[config.mk]
export PLATFORM = sky130hd
export DESIGN_NAME = cook_timer_flat
export DESIGN_NICKNAME = d
export VERILOG_FILES = /design/src/rtl/cook_timer_pkg.sv /design/src/rtl/cook_timer_if.sv /design/src/rtl/cook_timer_tick_gen.sv /design/src/rtl/cook_timer.sv /design/src/flat_wrapper.sv
export SDC_FILE = /design/constraint.sdc
export NUM_CORES = 1
export LEC_CHECK = 0
export ABC_AREA = 1
export ABC_CLOCK_PERIOD_IN_PS = 1600
export CORE_UTILIZATION = 41
export CTS_CLUSTER_SIZE = 25
export DETAILED_ROUTE_END_ITERATION = 12
export SYNTH_ARGS = -nofsm -noshare
export SYNTH_HDL_FRONTEND = slang
export SYNTH_SLANG_ARGS = --single-unit
[constraint.sdc]
create_clock -name clk -period 1.6 [get_ports clk]
set_input_delay 0.24 -clock clk [delete_from_list [all_inputs] [get_ports clk]]
set_output_delay 0.24 -clock clk [all_outputs]
set_load 0.01 [all_outputs]
[src/rtl/cook_timer_pkg.sv]
// ---------------------------------------------------------------------------
// microwave_pkg: shared types, constants and the BCD countdown helper for the
// microwave cook timer.
//   state_e   : timer state (ZERO / SET / RUN)
//   bcd_t     : one BCD display digit
//   mmss_t    : MM:SS time as four BCD digits, min_tens in the MSBs
//   bcd_dec() : one-second BCD decrement of a nonzero MM:SS value
// ---------------------------------------------------------------------------
package microwave_pkg;

    typedef enum logic [1:0] {
        ZERO = 2'd0,
        SET  = 2'd1,
        RUN  = 2'd2
    } state_e;

    typedef logic [3:0] bcd_t;

    typedef struct packed {
        bcd_t min_tens;
        bcd_t min_ones;
        bcd_t sec_tens;
        bcd_t sec_ones;
    } mmss_t;

    localparam bcd_t BCD_MAX       = 4'd9;
    localparam bcd_t SEC_TENS_WRAP = 4'd5;

    // Only ever applied to a nonzero time, so the minutes borrow cannot
    // underflow. Seconds above 59 (e.g. 1:75) simply count down from there.
    function automatic mmss_t bcd_dec(mmss_t t);
        mmss_t r;
        r = t;
        if (t.sec_ones != '0) begin
            r.sec_ones = t.sec_ones - 1'b1;
        end else begin
            r.sec_ones = BCD_MAX;
            if (t.sec_tens != '0) begin
                r.sec_tens = t.sec_tens - 1'b1;
            end else begin
                r.sec_tens = SEC_TENS_WRAP;
                if (t.min_ones != '0) begin
                    r.min_ones = t.min_ones - 1'b1;
                end else begin
                    r.min_ones = BCD_MAX;
                    r.min_tens = t.min_tens - 1'b1;
                end
            end
        end
        return r;
    endfunction

endpackage

[src/rtl/cook_timer_if.sv]
// ---------------------------------------------------------------------------
// cook_timer_if: keypad / magnetron / display signals of the cook timer.
//   mag_on, clearn, key_valid, key_digit : controller side -> timer
//   min_tens..sec_ones, timer_done, running, beep : timer -> controller side
// Modports: master (controller / testbench), slave (cook_timer).
// ---------------------------------------------------------------------------
interface cook_timer_if;
    import microwave_pkg::*;

    logic mag_on;
    logic clearn;
    logic key_valid;
    bcd_t key_digit;
    bcd_t min_tens;
    bcd_t min_ones;
    bcd_t sec_tens;
    bcd_t sec_ones;
    logic timer_done;
    logic running;
    logic beep;

    modport master (
        output mag_on, clearn, key_valid, key_digit,
        input  min_tens, min_ones, sec_tens, sec_ones, timer_done, running, beep
    );

    modport slave (
        input  mag_on, clearn, key_valid, key_digit,
        output min_tens, min_ones, sec_tens, sec_ones, timer_done, running, beep
    );

endinterface

[src/rtl/cook_timer_tick_gen.sv]
// ---------------------------------------------------------------------------
// tick_gen: one-second prescaler. Counts 0..TICK_DIV-1 while enabled and
// pulses tick for one cycle when the count sits at TICK_DIV-1.
//   clk    : system clock
//   clear  : synchronous clear of the count (wins over enable)
//   enable : advance the count
//   tick   : one-cycle pulse, once per TICK_DIV enabled cycles
// ---------------------------------------------------------------------------
module tick_gen #(
    parameter int TICK_DIV = 50_000_000
) (
    input  logic clk,
    input  logic clear,
    input  logic enable,
    output logic tick
);

    localparam int CW = (TICK_DIV > 2) ? $clog2(TICK_DIV) : 1;
    localparam logic [CW-1:0] LAST = CW'(TICK_DIV - 1);

    logic [CW-1:0] r_cnt;

    always_ff @(posedge clk) begin
        if (clear) begin
            r_cnt <= '0;
        end else if (enable) begin
            r_cnt <= (r_cnt == LAST) ? '0 : r_cnt + 1'b1;
        end
    end

    assign tick = enable && (r_cnt == LAST);

endmodule

[src/rtl/cook_timer.sv]
// ---------------------------------------------------------------------------
// cook_timer: MM:SS countdown timer for the microwave controller.
// Digits shift in from the keypad while the magnetron is off; the time counts
// down once per second while the magnetron is on. timer_done (time == 00:00)
// feeds the magnetron controller's latch reset.
//   clk, reset : system clock, synchronous active-high reset
//   bus        : cook_timer_if.slave (mag_on, clearn, key_valid, key_digit in;
//                display digits, timer_done, running, beep out)
// Optional feature macro: COOK_TIMER_BEEP_EN (expiry beeper for BEEP_TICKS
// seconds; without it beep is constant 0 and no beep counter exists).
// ---------------------------------------------------------------------------
module cook_timer
    import microwave_pkg::*;
#(
    parameter int TICK_DIV   = 50_000_000
`ifdef COOK_TIMER_BEEP_EN
    ,
    parameter int BEEP_TICKS = 3
`endif
) (
    input  logic         clk,
    input  logic         reset,
    cook_timer_if.slave  bus
);

    state_e r_state;
    mmss_t  r_time;

    logic   w_tick;
    logic   w_presc_en;
    logic   w_tick_run;
    logic   w_key_ok;
    logic   w_beep;
    mmss_t  w_dec;
    mmss_t  w_shift;

    assign w_dec      = bcd_dec(r_time);
    assign w_shift    = {r_time.min_ones, r_time.sec_tens, r_time.sec_ones, bus.key_digit};
    assign w_tick_run = (r_state == RUN) && w_tick;

    // A tick can only land in RUN; if mag_on drops on that very cycle the
    // decrement still wins and the key is dropped.
    assign w_key_ok = !bus.mag_on && bus.clearn && bus.key_valid &&
                      (bus.key_digit <= BCD_MAX) && !w_tick_run;

    always_ff @(posedge clk) begin
        if (reset) begin
            r_state <= ZERO;
            r_time  <= '0;
        end else if (!bus.clearn) begin
            r_state <= ZERO;
            r_time  <= '0;
        end else if (w_tick_run) begin
            r_time <= w_dec;
            if (w_dec == '0)     r_state <= ZERO;
            else if (!bus.mag_on) r_state <= SET;
        end else if (w_key_ok) begin
            // Shifting can also discard the only nonzero digit (10:00 + 0).
            r_time  <= w_shift;
            r_state <= (w_shift == '0) ? ZERO : SET;
        end else begin
            case (r_state)
                SET:     if (bus.mag_on)  r_state <= RUN;
                RUN:     if (!bus.mag_on) r_state <= SET;
                default: r_state <= r_state;
            endcase
        end
    end

`ifdef COOK_TIMER_BEEP_EN
    localparam int BW = $clog2(BEEP_TICKS + 1);

    logic [BW-1:0] r_beep_cnt;

    // Counts remaining beep seconds; only a decrement to 00:00 arms it.
    always_ff @(posedge clk) begin
        if (reset || !bus.clearn || w_key_ok) begin
            r_beep_cnt <= '0;
        end else if (w_tick_run && (w_dec == '0)) begin
            r_beep_cnt <= BW'(BEEP_TICKS);
        end else if (w_tick && (r_beep_cnt != '0)) begin
            r_beep_cnt <= r_beep_cnt - 1'b1;
        end
    end

    assign w_beep     = (r_beep_cnt != '0);
    assign w_presc_en = (r_state == RUN) || w_beep;
`else
    assign w_beep     = 1'b0;
    assign w_presc_en = (r_state == RUN);
`endif

    // Clearing whenever disabled makes every resume wait a full second.
    tick_gen #(
        .TICK_DIV (TICK_DIV)
    ) u_tick_gen (
        .clk    (clk),
        .clear  (reset || !w_presc_en),
        .enable (w_presc_en),
        .tick   (w_tick)
    );

    assign bus.min_tens   = r_time.min_tens;
    assign bus.min_ones   = r_time.min_ones;
    assign bus.sec_tens   = r_time.sec_tens;
    assign bus.sec_ones   = r_time.sec_ones;
    assign bus.timer_done = (r_time == '0);
    assign bus.running    = (r_state == RUN);
    assign bus.beep       = w_beep;

endmodule

[src/flat_wrapper.sv]
// flat-port wrapper written by rule: the top's interface ports become plain ports
module cook_timer_flat import microwave_pkg::*;
#(
    parameter int TICK_DIV   = 50_000_000

)
  (clk, reset, bus_mag_on, bus_clearn, bus_key_valid, bus_key_digit, bus_min_tens, bus_min_ones, bus_sec_tens, bus_sec_ones, bus_timer_done, bus_running, bus_beep);
  cook_timer_if bus_i ();
  input  logic clk;
  input  logic reset;
  input wire logic [$bits(bus_i.mag_on)-1:0] bus_mag_on;
  input wire logic [$bits(bus_i.clearn)-1:0] bus_clearn;
  input wire logic [$bits(bus_i.key_valid)-1:0] bus_key_valid;
  input wire logic [$bits(bus_i.key_digit)-1:0] bus_key_digit;
  output wire logic [$bits(bus_i.min_tens)-1:0] bus_min_tens;
  output wire logic [$bits(bus_i.min_ones)-1:0] bus_min_ones;
  output wire logic [$bits(bus_i.sec_tens)-1:0] bus_sec_tens;
  output wire logic [$bits(bus_i.sec_ones)-1:0] bus_sec_ones;
  output wire logic [$bits(bus_i.timer_done)-1:0] bus_timer_done;
  output wire logic [$bits(bus_i.running)-1:0] bus_running;
  output wire logic [$bits(bus_i.beep)-1:0] bus_beep;
  assign bus_i.mag_on = bus_mag_on;
  assign bus_i.clearn = bus_clearn;
  assign bus_i.key_valid = bus_key_valid;
  assign bus_i.key_digit = bus_key_digit;
  assign bus_min_tens = bus_i.min_tens;
  assign bus_min_ones = bus_i.min_ones;
  assign bus_sec_tens = bus_i.sec_tens;
  assign bus_sec_ones = bus_i.sec_ones;
  assign bus_timer_done = bus_i.timer_done;
  assign bus_running = bus_i.running;
  assign bus_beep = bus_i.beep;
  cook_timer #(.TICK_DIV(TICK_DIV)) u_core (.clk(clk), .reset(reset), .bus(bus_i));
endmodule
==> results.json, run 1 <==
{
  "dp_slack_ns": -0.275,
  "rsz0062_at_grt": "true",
  "critPathTopFamily": "simple AND/OR/NAND/NOR gates",
  "fp.dieH_um": 83.7,
  "report.final.hold_viol_count": 0,
  "endpoint_kind": "register",
  "clk_pin_slew_ns": 0.09,
  "setup_ws_ns": -0.133,
  "r2r_cells": 11,
  "synth_cells": 425,
  "wl_per_cell_um": 13.5,
  "dr.pass1.iters": 4,
  "portBuffers": 26,
  "cts_buffers": 5,
  "final_cell_mix": "buf_4 (96), nand2_1 (81), inv_1 (66), nor2_1 (39), nand3_1 (33)",
  "r2r_end": "u_core.bus.min_tens[1]$_SDFFE_PP0P_",
  "grt_pass1_vias": 3072,
  "yosysSeqAreaShare": 0.322,
  "ys_warn_count": 0,
  "dieArea_um2": 7000,
  "cp_num_cells": 11,
  "grt_max_degree": 16,
  "wirelength_um": 8660,
  "synth.net_count": 439,
  "setup_tns_ns": -1.58,
  "hold_start": "u_core.u_tick_gen.r_cnt[0]$_SDFFE_PP0P_",
  "root_buffer": "clkbuf_8",
  "start_util": 0.428,
  "reg2reg_from": "u_core.u_tick_gen.r_cnt[0]$_SDFFE_PP0P_",
  "whs_ns": 0.527,
  "area_growth_pct": 61.8,
  "worstPathBufferInverterCount": 3,
  "num_antenna_cells": 0,
  "vdd_drop_max_uv": 400,
  "start_kind": "register",
  "dp_hpwl_um": 6170,
  "clock-skew-final_ns": 0.00768,
  "ys_seq_elements": 44,
  "clockBufferDepth": 2,
  "cpMaxStageDelayCell": "dfxtp_2",
  "power.leakage_nw": 2.22,
  "power.total_w": 0.00226,
  "worstHoldEndpoint": "u_core.u_tick_gen.r_cnt[0]$_SDFFE_PP0P_",
  "cap_violations": 0,
  "syn_area_um2": 2740,
  "final_common_cell": "buf_4",
  "via_per_inst": 5.09,
  "cts_tree": "done",
  "period_needed_ns": 1.73,
  "antenna_found_initial": 0,
  "failed_checks": "negative setup slack",
  "clk_latency_ns": 0.30,
  "drive_gt1_frac": 0.361,
  "die_w_um": 83.7,
  "hp-class": "reg -> reg",
  "cts_sinks": 44,
  "gp_congestion": 0.902,
  "worst_path_largest_cell_delay_ns": 0.36,
  "grt_overflow": 0,
  "vias": 3268,
  "powerDensity_nw_per_um2": 511,
  "postSynthAreaPerCell_um2": 6.44,
  "rows": 29,
  "fillCellCount": 535,
  "cts_htree_levels": 2,
  "initialDrtViolationCount": 214,
  "ctsHoldBuffers": 0,
  "fmax_mhz": 577,
  "netlist-cell-type-count": 38,
  "required_ns": 1.85,
  "r2r_setup_slack_ns": -0.13,
  "boundaryPins": 28,
  "crit_fanout": 6,
  "slew_violations": 0,
  "coreArea_um2": 6390,
  "setup_violations": 33,
  "grt_use_total": 0.244,
  "hold_depth": 2,
  "outcome": "complete, but fails checks",
  "path_class": "reg -> reg",
  "arrival_ns": 1.98,
  "crit_chain": "ha_4 -> nand3_4 -> nor2_4 -> nand2_2 -> nor2_4 -> nand4_4 -> buf_6 -> buf_12 -> o211ai_1 -> nand2_1 -> inv_1",
  "grt_pass1_wl_um": 14000,
  "post-route-period-util": 1.08,
  "route.detailed.drc": 0,
  "fin_nets": 578,
  "postRouteAntennaNets": 0,
  "crit_top_cell": "nor2_4"
}
-- worst max-delay path by stage --
| stage | startpoint | endpoint | slack (ns) |
|---|---|---|---|
| 2_1_floorplan | u_core.u_tick_gen.r_cnt[1]$_SDFFE_PP0P_ | u_core.bus.sec_ones[2]$_SDFFE_PP0P_ | -0.008 |
| 3_3_place_gp | bus_mag_on | u_core.bus.sec_tens[2]$_SDFFE_PP0P_ | -0.23 |
| 3_5_place_dp | bus_mag_on | u_core.bus.sec_tens[2]$_SDFFE_PP0P_ | -0.28 |
| 4_1_cts | u_core.u_tick_gen.r_cnt[0]$_SDFFE_PP0P_ | u_core.bus.min_tens[1]$_SDFFE_PP0P_ | -0.12 |
| 5_1_grt | u_core.u_tick_gen.r_cnt[0]$_SDFFE_PP0P_ | u_core.bus.min_tens[0]$_SDFFE_PP0P_ | -0.27 |
| 6_report | u_core.u_tick_gen.r_cnt[0]$_SDFFE_PP0P_ | u_core.bus.min_tens[1]$_SDFFE_PP0P_ | -0.13 |
-- worst reg2reg max path, delay by kind of cell (launching register included) --
kind                       cells  cell delay (ns)
buffers and inverters          3             0.38
AOI/OAI and AO/OA              1             0.15
and+or+nand+nor                6             0.64
DFF                            1             0.36
adders and majority gates      1             0.15
-- cell type report --
cell class | count | area (µm²) | area share
Inverter | 75 | 289 | 0.0653
Timing Repair inverter | 1 | 11.3 | 0.00255
Multi-Input combinational cell | 299 | 1830 | 0.413
Tap cell | 77 | 96.3 | 0.0218
Clock inverter | 2 | 38.8 | 0.00877
Timing Repair Buffer | 138 | 1180 | 0.268
Sequential cell | 44 | 896 | 0.202
Clock buffer | 6 | 82.6 | 0.0187
-- registers in the layout, indices dropped and copies added, names as in the netlist --
| signal | count |
|---|---|
| u_core.bus.min_ones | 4 |
| u_core.bus.min_tens | 4 |
| u_core.bus.sec_ones | 4 |
| u_core.bus.sec_tens | 4 |
| u_core.r_state | 2 |
| u_core.u_tick_gen.r_cnt | 26 |
-- metrics by stage --
step | util | cell area, µm² | std cells
after floorplan | - | 2770 | 425
after global placement | 0.599 | 3820 | 618
after detailed placement | 0.599 | 3820 | 618
after CTS | 0.648 | 4140 | 633
after global routing | 0.693 | 4420 | 642
final | 0.693 | 4420 | 642
-- logic make-up after synthesis --
| family | count (synthesis) | synth area share |
|---|---|---|
| AOI/OAI and AO/OA | 59 | 0.123 |
| xor gates and xnor gates | 9 | 0.0288 |
| adders and majority gates | 5 | 0.0229 |
| buffers and inverters | 83 | 0.122 |
| DFF | 44 | 0.322 |
| other | 1 | 0.00137 |
| and+or+nand+nor | 224 | 0.381 |
-- cell usage after synthesis, drive strengths merged --
master,n,share of area
inv,75,0.10
xor2,7,0.022
buf,5,0.015
o21ai,23,0.042
clkbuf,3,0.0041
conb,1,0.0014
xnor2,2,0.0064
nor2,58,0.089
a21oi,19,0.035
nor4,4,0.0091
nand3b,1,0.0027
nor3b,1,0.0027
o211ai,11,0.030
nand2,97,0.14
o22ai,1,0.0023
nand4,12,0.035
o21a,2,0.0055
nor3,11,0.026
and3,1,0.0023
a21boi,1,0.0027
a21o,1,0.0027
and2,1,0.0023
nand3,38,0.071
a31oi,1,0.0023
ha,5,0.023
dfxtp,44,0.32
-- report_power, final --
group / internal [W] / switching, W / leakage, nW
clock network: 0.000511 / 0.000412 / 0.0614
logic: 0.000111 / 0.000122 / 1.80
registers: 0.00110 / 0.00000481 / 0.360
total: 0.00172 / 0.000539 / 2.22
-- per-layer routing --
layer  share of wire  vias to the layer above  routed length, µm  track usage
li1                -                     1646                  -            -
met1            0.47                     1513               4070        0.339
met2            0.46                       97               4010        0.387
met3           0.052                       12                451       0.0455
met4           0.014                        0                122       0.0663
met5               0                        -                  0            0
-- what timing repair did --
item | 4_1_cts | 5_1_grt
gates cloned | 2 | 1
endpoints found under the setup margin | 44 | 47
buffers inserted | 5 | 8
gates resized for setup | 52 | 70
pin swaps | 18 | 21
Note: power is estimated with default switching activity, not from simulation.
==> run 2, diff against run 1 <==
--- a/config.mk
+++ b/config.mk
@@ -5,7 +5,7 @@
 export SDC_FILE = /design/constraint.sdc
 export NUM_CORES = 1
 export LEC_CHECK = 0
-export ABC_AREA = 1
+export ABC_AREA = 0
 export ABC_CLOCK_PERIOD_IN_PS = 1600
 export CORE_UTILIZATION = 41
 export CTS_CLUSTER_SIZE = 25
==> results.json, run 2 <==
{
  "failed_checks": "negative setup slack",
  "wl_per_cell_um": 14.5,
  "power.switching_w": 0.000448,
  "boundaryPins": 28,
  "grt_pass1_wl_um": 11900,
  "yosys.area.top_type_share": 0.362,
  "start_util": 0.434,
  "top_usage_layer": "met2",
  "vias": 2634,
  "antenna_found_initial": 0,
  "worst_path_largest_cell_delay_ns": 0.41,
  "postRouteAntennaNets": 0,
  "synth_xor_area_frac": 0.0828,
  "start_kind": "register",
  "setup_ws_ns": -0.358,
  "ys_seq_elements": 44,
  "grt_max_degree": 17,
  "synthArstFlopShare": 0,
  "post-route-period-util": 1.22,
  "power.leakage_nw": 1.60,
  "drive_gt1_frac": 0.442,
  "grt_use_total": 0.243,
  "root_buffer": "clkbuf_8",
  "cts_htree_levels": 2,
  "yosys-top-cells-area": "dfxtp_1 (36%), nor2_1 (7.3%), xor2_1 (7.2%)",
  "synth-edff-count": 0,
  "synth-compound-area-share": 0.129,
  "yosysSeqAreaShare": 0.362,
  "clk_latency_ns": 0.30,
  "synth_cells": 306,
  "endpoint_kind": "register",
  "postSynthAreaPerCell_um2": 7.95,
  "clk_pin_slew_ns": 0.08,
  "use_met2": 0.444,
  "crit_top_cell": "or3_4",
  "worstPathBufferInverterCount": 1,
  "switching_share": 0.233,
  "powerDensity_nw_per_um2": 496,
  "final_cell_mix": "buf_4 (94), nand2_1 (31), nor2_1 (29), dfxtp_1 (27), xor2_1 (20)",
  "setup_tns_ns": -13.21,
  "area_growth_pct": 59.2,
  "synth_top_family_by_area": "simple AND/OR/NAND/NOR gates",
  "seqPwrFrac": 0.572,
  "cpMaxStageDelayCell": "or3_4",
  "finalNonFillerCells": 502,
  "cts_sinks": 44,
  "largest_reg_flops": 26,
  "critPathTopFamily": "simple AND/OR/NAND/NOR gates",
  "outcome": "complete, but fails checks",
  "dp.cells": 478,
  "initialDrtViolationCount": 136,
  "die_w_um": 79.0,
  "fp.dieH_um": 79.0,
  "num_antenna_cells": 0,
  "coreArea_um2": 5610,
  "path_class": "reg -> reg",
  "top_register": "u_core.u_tick_gen.r_cnt",
  "fillCellCount": 478,
  "cts_buffers": 5,
  "period_needed_ns": 1.96,
  "setup_violations": 44,
  "dieArea_um2": 6240,
  "grt_overflow": 0,
  "syn_area_um2": 2430,
  "rows": 27,
  "crit_chain": "nand4_1 -> or3_4 -> or3_4 -> nand3b_1 -> buf_6 -> a21oi_2",
  "whs_ns": 0.533,
  "synth-simple-area-share": 0.330,
  "cts_tree": "done",
  "synthAdderAreaFrac": 0.0257,
  "pwr-share-comb": 0.081,
  "dpl-instance-area_um2": 3410,
  "report.final.hold_viol_count": 0,
  "fin_nets": 444,
  "p_int_w": 0.00147,
  "via_per_inst": 5.25,
  "fmax_mhz": 511,
  "clock-skew-final_ns": 0.00857,
  "grt_pass1_vias": 2593,
  "arrival_ns": 2.14,
  "fin_area_um2": 3870,
  "required_ns": 1.78,
  "synth_common_cells": "nor2_1 (47), dfxtp_1 (44), nand2_1 (32)",
  "power.total_w": 0.00192,
  "netlist-cell-type-count": 53,
  "cap_violations": 0,
  "route.detailed.drc": 0,
  "use_met1": 0.287,
  "dr.pass1.iters": 5,
  "dp_hpwl_um": 4940,
  "grtUsageMet3": 0.0483,
  "ys_warn_count": 0,
  "wirelength_um": 7280,
  "yosysTopAreaCell": "dfxtp_1",
  "clockBufferDepth": 2,
  "vdd_drop_max_uv": 338,
  "gp_congestion": 0.843,
  "ys.flop_type": "dfxtp_1",
  "muxShareOfSynthArea": 0.0206,
  "portBuffers": 26,
  "crit_fanout": 8,
  "rsz0062_at_grt": "true",
  "clock_power_share": 0.347,
  "hp-class": "reg -> reg",
  "final_common_cell": "buf_4",
  "synth.most_common_cell": "nor2_1",
  "synth.net_count": 320,
  "slew_violations": 0
}
==> run 2: cells by family after synthesis <==
group | Yosys count
AOI/OAI and AO/OA | 53
xor gates and xnor gates | 23
adders and majority gates | 5
buffers and inverters | 21
DFF | 44
muxes | 5
other | 1
and+or+nand+nor | 154
==> run 2: stage by stage <==
step / utilization / worst slack [ns]
floorplan: - / -0.354
detailed placement: 0.609 / -0.440
finish: 0.691 / -0.358
CTS: 0.651 / -0.391
global placement: 0.609 / -0.392
global route: 0.691 / -0.422
==> run 2: power by group through the flow <==
stage                     clock [W]  combinational (W)  sequential [W]
after global routing       0.000733           0.000168         0.00110
final                      0.000667           0.000156         0.00110
after detailed placement          0           0.000141         0.00112
after floorplan                   0          0.0000603         0.00113
after CTS                  0.000683           0.000143         0.00110
after global placement            0           0.000141         0.00112
==> run 2: layer usage <==
layer  wire length, µm  up-vias
li1                  -     1328
met1              3090     1246
met2              3850       51
met3               252        9
met4                90        0
met5                 0        -
==> run 2: worst register-to-register path: stages (launching register included) <==
cell	delay [ns]
dfxtp_2	0.35
nand4_1	0.13
or3_4	0.41
or3_4	0.38
nand3b_1	0.29
buf_6	0.24
a21oi_2	0.05
==> run 2: layout make-up <==
cell class              instances  area, µm²  area share
clock buffers                   6       72.6      0.0187
inverters                       8       30.0     0.00775
repair buffers                130       1080       0.280
multi-input cells             241       1690       0.436
clock inverters                 1       5.00     0.00129
flip-flops and latches         44        902       0.233
well taps                      72       90.1      0.0233
==> run 2: repair_timing <==
| item | in CTS | in global routing |
|---|---|---|
| hold buffers | 0 | 0 |
| buffers inserted | 10 | 4 |
| endpoints found under the setup margin | 50 | 53 |
| gates cloned | 1 | 2 |
| gates resized for setup | 41 | 56 |
| pin swaps | 10 | 31 |
==> run 2: worst paths after layout <==
path                                             from                                  endpoint  slack (ns)  cells past startpoint
max          u_core.u_tick_gen.r_cnt[14]$_SDFFE_PP0P_  u_core.u_tick_gen.r_cnt[24]$_SDFFE_PP0P_       -0.36                      6
min           u_core.u_tick_gen.r_cnt[0]$_SDFFE_PP0P_   u_core.u_tick_gen.r_cnt[0]$_SDFFE_PP0P_        0.53                      2
max reg2reg  u_core.u_tick_gen.r_cnt[14]$_SDFFE_PP0P_  u_core.u_tick_gen.r_cnt[24]$_SDFFE_PP0P_       -0.36                      6
min reg2reg   u_core.u_tick_gen.r_cnt[0]$_SDFFE_PP0P_   u_core.u_tick_gen.r_cnt[0]$_SDFFE_PP0P_        0.53                      2
